<file path="src/rtl/jac_pkg.sv">
// Shared definitions for the PC branch unit: size defaults, request encoding
// and the return-address increment.
package jac_pkg;

   localparam int DEF_PC_WIDTH    = 8;
   localparam int DEF_STACK_DEPTH = 4;
   localparam int RET_INC         = 1;

   typedef enum logic [2:0] {
      REQ_NONE,
      REQ_JMP,
      REQ_CALL,
      REQ_RET,
      REQ_JZ
   } req_e;

endpackage

</file>
<file path="src/rtl/pc_branch_unit_lifo.sv">
// Return-address LIFO: storage indexed by depth-1, no wrap and no overwrite.
// Pushing while full or popping while empty is ignored.
module ret_addr_lifo #(
   parameter int WIDTH = 8,
   parameter int DEPTH = 4,
   localparam int AW   = $clog2(DEPTH),
   localparam int DW   = $clog2(DEPTH) + 1
) (
   input  logic             clk,
   input  logic             res_n,
   input  logic             push,
   input  logic             pop,
   input  logic [WIDTH-1:0] din,
   output logic [WIDTH-1:0] top,
   output logic [DW-1:0]    depth,
   output logic             full,
   output logic             empty
);

   logic [WIDTH-1:0] mem [DEPTH];
   logic [AW-1:0]    top_idx;
   logic [AW-1:0]    wr_idx;

   assign full    = (depth == DW'(DEPTH));
   assign empty   = (depth == '0);
   assign top_idx = AW'(depth - 1'b1);
   assign wr_idx  = depth[AW-1:0];
   assign top     = empty ? '0 : mem[top_idx];

   always_ff @(posedge clk or negedge res_n) begin
      if (!res_n) begin
         depth <= '0;
         // NOTE: the entries are reset too, so a discarded stack never leaks old return addresses.
         for (int i = 0; i < DEPTH; i++) mem[i] <= '0;
      end else if (push && !full) begin
         mem[wr_idx] <= din;
         depth       <= depth + 1'b1;
      end else if (pop && !empty) begin
         depth <= depth - 1'b1;
      end
   end

endmodule

</file>
<file path="src/rtl/pc_branch_unit.sv">
// Drives the PC load interface for JMP/CALL/RET with a return-address stack.
// Define PC_BRANCH_COND_EN to add the conditional jump (jz, zero_flag).
module pc_branch_unit
   import jac_pkg::*;
#(
   parameter int PC_WIDTH    = DEF_PC_WIDTH,
   parameter int STACK_DEPTH = DEF_STACK_DEPTH,
   localparam int DW         = $clog2(STACK_DEPTH) + 1
) (
   input  logic                clk,
   input  logic                res_n,
   input  logic [PC_WIDTH-1:0] pc,
   input  logic                jmp,
   input  logic                call,
   input  logic                ret,
`ifdef PC_BRANCH_COND_EN
   input  logic                jz,
   input  logic                zero_flag,
`endif
   input  logic [PC_WIDTH-1:0] target,
   input  logic                clr_err,
   output logic                wr_en,
   output logic [PC_WIDTH-1:0] counteradress,
   output logic [DW-1:0]       depth,
   output logic                stack_ovf,
   output logic                stack_unf,
   output logic                cmd_err
);

   logic                jz_req;
   logic                jz_taken;
   logic [2:0]          n_req;
   req_e                req;
   logic                push;
   logic                pop;
   logic                full;
   logic                empty;
   logic [PC_WIDTH-1:0] top;
   logic                ovf_evt;
   logic                unf_evt;
   logic                cmd_evt;

`ifdef PC_BRANCH_COND_EN
   assign jz_req   = jz;
   assign jz_taken = zero_flag;
`else
   assign jz_req   = 1'b0;
   assign jz_taken = 1'b0;
`endif

   assign n_req = {2'b0, jmp} + {2'b0, call} + {2'b0, ret} + {2'b0, jz_req};

   always_comb begin
      req = REQ_NONE;
      if (jmp)         req = REQ_JMP;
      else if (call)   req = REQ_CALL;
      else if (ret)    req = REQ_RET;
      else if (jz_req) req = REQ_JZ;
   end

   // Load path is combinational so the PC takes the new value on the same edge
   // that samples the request; reset forces it idle asynchronously.
   always_comb begin
      // NOTE: every output gets a default first so no path can infer a latch.
      wr_en         = 1'b0;
      counteradress = '0;
      push          = 1'b0;
      pop           = 1'b0;
      ovf_evt       = 1'b0;
      unf_evt       = 1'b0;
      cmd_evt       = 1'b0;
      if (n_req > 3'd1) begin
         cmd_evt = 1'b1;
      end else begin
         case (req)
            REQ_JMP: begin
               wr_en         = 1'b1;
               counteradress = target;
            end
            REQ_CALL: begin
               if (!full) begin
                  wr_en         = 1'b1;
                  counteradress = target;
                  push          = 1'b1;
               end else begin
                  ovf_evt = 1'b1;
               end
            end
            REQ_RET: begin
               if (!empty) begin
                  wr_en         = 1'b1;
                  counteradress = top;
                  pop           = 1'b1;
               end else begin
                  unf_evt = 1'b1;
               end
            end
            REQ_JZ: begin
               if (jz_taken) begin
                  wr_en         = 1'b1;
                  counteradress = target;
               end
            end
            default: ;
         endcase
      end
      if (!res_n) begin
         wr_en         = 1'b0;
         counteradress = '0;
      end
   end

   ret_addr_lifo #(
      .WIDTH (PC_WIDTH),
      .DEPTH (STACK_DEPTH)
   ) u_lifo (
      .clk   (clk),
      .res_n (res_n),
      .push  (push),
      .pop   (pop),
      .din   (pc + PC_WIDTH'(RET_INC)),
      .top   (top),
      .depth (depth),
      .full  (full),
      .empty (empty)
   );

   // A new error in the clearing cycle wins over clr_err.
   always_ff @(posedge clk or negedge res_n) begin
      if (!res_n) begin
         stack_ovf <= 1'b0;
         stack_unf <= 1'b0;
         cmd_err   <= 1'b0;
      end else begin
         stack_ovf <= (stack_ovf & ~clr_err) | ovf_evt;
         stack_unf <= (stack_unf & ~clr_err) | unf_evt;
         cmd_err   <= (cmd_err & ~clr_err) | cmd_evt;
      end
   end

endmodule
</file>
<file path="config.mk">
export PLATFORM = sky130hd
export DESIGN_NAME = pc_branch_unit
export DESIGN_NICKNAME = d
export VERILOG_FILES = /design/src/rtl/jac_pkg.sv /design/src/rtl/pc_branch_unit_lifo.sv /design/src/rtl/pc_branch_unit.sv
export SDC_FILE = /design/constraint.sdc
export NUM_CORES = 1
export LEC_CHECK = 0
export ABC_AREA = 1
export CAP_MARGIN = 20
export CELL_PAD_IN_SITES_DETAIL_PLACEMENT = 1
export CELL_PAD_IN_SITES_GLOBAL_PLACEMENT = 1
export CORE_UTILIZATION = 41
export CTS_CLUSTER_DIAMETER = 60
export CTS_CLUSTER_SIZE = 8
export DETAILED_ROUTE_END_ITERATION = 10
export PLACE_DENSITY = 0.9
export SETUP_SLACK_MARGIN = 0.15
export SYNTH_ARGS = -nofsm -noshare
export SYNTH_HDL_FRONTEND = slang
export SYNTH_SLANG_ARGS = --single-unit
</file>
<file path="constraint.sdc">
create_clock -name clk -period 4.3 [get_ports clk]
set_input_delay 0.645 -clock clk [delete_from_list [all_inputs] [get_ports clk]]
set_output_delay 0.645 -clock clk [all_outputs]
set_load 0.005 [all_outputs]
</file>
==> impl_metrics.tcl, run 1 <==
set metrics [dict create \
    yosysWarningCount 0 \
    drive_gt1_frac 0.0866 \
    start_util 0.428 \
    vdd_drop_max_uv 288 \
    worstReg2RegEnd "u_lifo.mem[30]" \
    startpoint "u_lifo.depth[0]" \
    critPathLaunchType "flip-flop" \
    status "completed" \
    crit_path_end_kind "output port" \
    worst-path-max-fanout 21 \
    design.die.area_um2 6130 \
    post_cts_buffers 0 \
    core_area_um2 5570 \
    min_period_ps 3460 \
    p_comb_frac 0.483 \
    final_core_util 0.523 \
    grt_overflow 0 \
    via_per_inst 4.99 \
    drc 0 \
    p_per_area_nw_per_um2 589 \
    dpl.hpwl_mm 4.91 \
    finalNetCount 409 \
    syn-num-nets 368 \
    synth_cell_types 27 \
    grt_pass1_vias 2398 \
    cts_buffers 5 \
    tightest_slew_ps 787 \
    gp_congestion 0.808 \
    worstRegToRegCells 9 \
    finalHoldViolCount 0 \
    synthesis.area_um2 2390 \
    cts_resized 0 \
    clkLatencyLatePin_ps 290 \
    port_buffers 36 \
    required_ps 3650 \
    cts.htree.levels 2 \
    drt_first_pass_iters 4 \
    drv_slew 0 \
    std_cell_rows 27 \
    yosys_register_bits 38 \
    synthCells 339 \
    p_leak_nw 1.52 \
    rr_startpoint "u_lifo.depth[0]" \
    critPathArrivalTime_ps 2810 \
    cts_buffer_depth 2 \
    grt_max_degree 39 \
    whs_ps 440 \
    clk_pin_slew_worst_paths_ps 80 \
    area_growth_pct 22.2 \
    diodes 0 \
    routed_wl_mm 6.72 \
    rsz0062_at_grt "false" \
    switching_share 0.441 \
    finalSetupViolCount 0 \
    path_class "flip-flop to output port" \
    drv_cap 0 \
    skew_ps 6.79 \
    cts_hold_buf 0 \
    grt_pass1_wl_mm 11.8 \
    die_w_um 78.3 \
    cts_tree "built" \
    fill_cells 734 \
    ioPinCount 37 \
    min_period_over_period 0.804 \
    avgSynthCellArea_um2 7.04 \
    postRouteAntennaNets 0 \
    relSlewSlack 0.475 \
    via_count 2261 \
    r2r_setup_slack_ps 2120 \
    antenna_found_initial 0 \
    clockPowerShare 0.152 \
    detail_route.wl_per_cell_um 14.8 \
    p_seq_frac 0.364 \
    cts.sinks 38 \
    root_buffer "clkbuf_8" \
    ys_seq_area_frac 0.399 \
    p_switching_w 0.000757 \
    p_int_w 0.000959 \
    grt_usage 0.251 \
    tns_ps 0 \
    die_h_um 78.3 \
    fmax_mhz 289 \
    dr.first_iter.drc_count 147 \
    hold_path.class "primary input to asynchronous set/reset pin" \
]
-- sequential cells by signal (all words and copies together) (netlist names) --
| name | count |
|---|---|
| stack_unf | 1 |
| u_lifo.mem | 32 |
| cmd_err | 1 |
| u_lifo.depth | 3 |
| stack_ovf | 1 |
-- synthesized netlist by cell type --
master      n  area share
nor2_8      4       0.034
nor3_1      1      0.0021
ha_1        7       0.037
o21ai_0     2      0.0042
xor2_1      2      0.0073
xnor2_1     2      0.0073
nor2_2      3      0.0079
inv_1      49       0.077
nand4_1     1      0.0026
nor2_4      2      0.0094
nor2_1      4      0.0063
nand2_1   148        0.23
clkinv_1    1      0.0016
nand2_8     1      0.0084
o21ai_1    20       0.042
buf_6       1      0.0047
o211ai_1    1      0.0031
inv_4       1      0.0026
buf_2       3      0.0063
nand2_2     6       0.016
o22ai_1     1      0.0026
nand3_1    26       0.055
buf_4       1      0.0031
nand3b_1    2      0.0063
dfrtp_1    38        0.40
inv_2       4      0.0063
a21oi_1     8       0.017
-- metal layers --
layer  GRT usage  vias to the layer above  wire, µm
met5           0                        -         0
met4      0.0444                        0        62
met3      0.0395                        8       168
met2       0.460                       28      3440
met1       0.313                     1106      3050
li1            -                     1119         -
-- layout by cell type, fill, tap and decap left out, types with 3 or more instances in the layout --
cell type,n
nand2_1,148
nor2_8,4
dfrtp_1,38
ha_1,7
clkbuf_8,6
a21oi_1,8
inv_2,4
buf_4,3
clkdlybuf4s50_1,35
o21ai_1,20
nor2_1,4
inv_1,49
nand2_2,6
nand3_1,26
nor2_2,3
-- worst max-delay path by stage --
stage / endpoint
6_report: counteradress[2]
5_1_grt: counteradress[2]
2_1_floorplan: counteradress[0]
3_3_place_gp: counteradress[5]
4_1_cts: counteradress[2]
3_5_place_dp: counteradress[2]
-- final cells by class --
class,count,area (µm²),share of cell area
Inverter,55,209,0.0717
Timing Repair Buffer,39,378,0.130
Clock inverter,2,12.5,0.00429
Tap cell,72,90.1,0.0309
Sequential cell,38,951,0.326
Clock buffer,6,82.6,0.0283
Multi-Input combinational cell,241,1190,0.409
-- cells by family after synthesis --
logic type                 synth area share
and+or+nand+nor                       0.380
DFF                                   0.399
AOI/OAI and AO/OA                    0.0687
buffers and inverters                 0.102
adders and majority gates            0.0367
xor gates and xnor gates             0.0147
-- through the flow --
step / setup slack (ps) / cells / instance area (µm²) / total power (W)
3_5_place_dp: 947 / 445 / 2820 / 0.00145
3_3_place_gp: 1030 / 445 / 2820 / 0.00142
5_1_grt: 563 / 453 / 2920 / 0.00188
6_report: 842 / 453 / 2920 / 0.00172
4_1_cts: 854 / 453 / 2920 / 0.00173
2_1_floorplan: 1920 / 339 / 2390 / 0.00118
-- power by group through the flow --
stage / sequential (W) / combinational (W) / clock [W]
after floorplan: 0.000582 / 0.000595 / 0
after global placement: 0.000621 / 0.000794 / 0
after detailed placement: 0.000629 / 0.000821 / 0
after CTS: 0.000625 / 0.000838 / 0.000270
after global routing: 0.000646 / 0.000952 / 0.000285
final: 0.000625 / 0.000829 / 0.000261
-- critical path, cell delays in order, from the launching register on --
cell             delay (ps)
dfrtp_1                 860
inv_2                   100
ha_1                    250
nand2_1                 100
nand2_1                 120
nand2_1                 260
nand2_1                 120
a21oi_1                 180
clkdlybuf4s50_1         520
(Power assumes the default switching activity.)
==> run 2: changes to the inputs <==
Settings changed: CORE_UTILIZATION 41 to 35, PLACE_DENSITY 0.9 to 0.82.
Clock period 4.3 ns to 2.9 ns, I/O delays scaled along.
==> run 2 against run 1 <==
Against the previous run: critical endpoint is now counteradress[5]; global-route usage is 4.4 points lower; critical path type is now primary input to output port; critical path depth stayed put; total power is 56% higher; non-clock buffer count is 4 higher; the flow now finishes with violations (DRC); register-to-register slack worse by 1100 ps.
==> impl_metrics.tcl, run 2 (synthesized netlist as in run 1, its figures left out) <==
set metrics [dict create \
    required_ps 2470 \
    p_per_area_nw_per_um2 887 \
    multiInputGateArea_um2 1240 \
    rr_startpoint "u_lifo.depth[1]" \
    tns_ps 0 \
    min_period_over_period 0.915 \
    postRouteAntennaNets 0 \
    critPathArrivalTime_ps 2220 \
    path_class "primary input to output port" \
    final_cell_mix "nand2_1 (146), inv_1 (49), dfrtp_1 (38)" \
    violations "DRC" \
    cts_buffer_depth 2 \
    via_count 2282 \
    layout_commonest_cell "nand2_1" \
    ioPinCount 37 \
    regArea_um2 951 \
    vdd_drop_max_uv 376 \
    cts.sinks 38 \
    worst_path_largest_cell_delay_ps 520 \
    grt_overflow 0 \
    die_h_um 84.6 \
    grt_max_degree 39 \
    finalSetupViolCount 0 \
    area_growth_pct 26.7 \
    setup_slack_ps 247 \
    reg_top3 "u_lifo.mem: 32 flops, u_lifo.depth: 3 flops" \
    finalHoldViolCount 0 \
    grt_pass1_vias 2373 \
    port_buffers 36 \
    min_period_ps 2650 \
    p_leak_nw 1.58 \
    cts.htree.levels 2 \
    die_w_um 84.6 \
    worstReg2RegEnd "u_lifo.mem[31]" \
    drv_slew 0 \
    worst-path-max-fanout 5 \
    largest_reg_flops 32 \
    skew_ps 4.34 \
    std_cell_rows 29 \
    drv_cap 0 \
    root_buffer "clkbuf_8" \
    drc 3 \
    core_area_um2 6460 \
    rsz0062_at_grt "false" \
    grt_pass1_wl_mm 11.5 \
    routed_wl_mm 6.99 \
    clkLatencyLatePin_ps 290 \
    critPathLaunchType "primary input" \
    dr.first_iter.drc_count 126 \
    crit_path_end_kind "output port" \
    cts_tree "built" \
    fmax_mhz 377 \
    via_per_inst 4.93 \
    status "finished, violations left" \
    grt_usage 0.207 \
    clk_pin_slew_worst_paths_ps 80 \
    worstPathCellList "clkdlybuf4s50_1 > buf_4 > inv_2 > nand3_4 > nor2_4 > nand2_1 > a21oi_1 > clkdlybuf4s50_1" \
    dpl.hpwl_mm 4.87 \
    design.die.area_um2 7150 \
    gp_congestion 0.804 \
    slowest_stage "clkdlybuf4s50_1" \
    diodes 0 \
    detail_route.wl_per_cell_um 15.1 \
    tightest_slew_ps 524 \
    cpMostUsedCell "clkdlybuf4s50_1" \
    start_util 0.369 \
    largest-register "u_lifo.mem" \
    relSlewSlack 0.651 \
    place_ws_ps 106 \
    fill_cells 843 \
    worstRegToRegCells 9 \
    r2r_setup_slack_ps 1020 \
    antenna_found_initial 0 \
    drive_gt1_frac 0.106 \
    whs_ps 219 \
    drt_first_pass_iters 7 \
    finalNetCount 414 \
    final_core_util 0.468 \
    total_power_w 0.00268 \
    hold_path.class "primary input to asynchronous set/reset pin" \
    cts_buffers 5 \
]
run 2: power by group:
part	total [W]	internal (W)	switching, W	leakage, nW
clock	0.000454	0.000258	0.000197	0.0524
sequential	0.000873	0.000763	0.000109	0.471
combinational	0.00136	0.000516	0.000840	1.06
total	0.00268	0.00154	0.00115	1.58
run 2: how the worst max path moves through the flow:
stage | cells after the start | end | slack, ps | startpoint
2_1_floorplan | 10 | counteradress[0] | 730 | u_lifo.depth[0]
5_1_grt | 8 | counteradress[6] | 140 | jmp
3_3_place_gp | 8 | counteradress[0] | 170 | ret
3_5_place_dp | 8 | counteradress[7] | 110 | ret
6_report | 8 | counteradress[5] | 250 | jmp
4_1_cts | 8 | counteradress[6] | 190 | jmp
run 2: metal layers:
layer | global-route usage | wire length, µm | vias up
li1 | - | - | 1127
met1 | 0.253 | 3160 | 1102
met2 | 0.369 | 3440 | 41
met3 | 0.0403 | 235 | 12
met4 | 0.0647 | 144 | 0
met5 | 0 | 0 | -
run 2: timing repair:
item                                    in CTS  in global routing
endpoints found under the setup margin       9                  9
gates cloned                                 0                  1
pin swaps                                    0                  1
hold buffers                                 0                  0
resized for setup                            3                  9
buffers inserted                             1                  0
run 2: stage by stage:
stage / cell area [µm²] / std cells
3_5_place_dp: 2850 / 453
3_3_place_gp: 2850 / 453
5_1_grt: 3020 / 463
4_1_cts: 2970 / 462
2_1_floorplan: 2390 / 339
6_report: 3020 / 463
run 2: cell type report:
type / instances / share of cell area
clock inverters: 1 / 0.00993
well taps: 77 / 0.0319
clock buffers: 7 / 0.0252
repair buffers: 43 / 0.138
inverters: 55 / 0.0695
multi-input cells: 242 / 0.411
flip-flops and latches: 38 / 0.314
run 2: worst max-delay path, delay by kind of cell:
family / cells / cell delay, ps
buffers and inverters: 4 / 1220
AND/OR/NAND/NOR: 3 / 420
AO/OA/AOI/OAI: 1 / 140
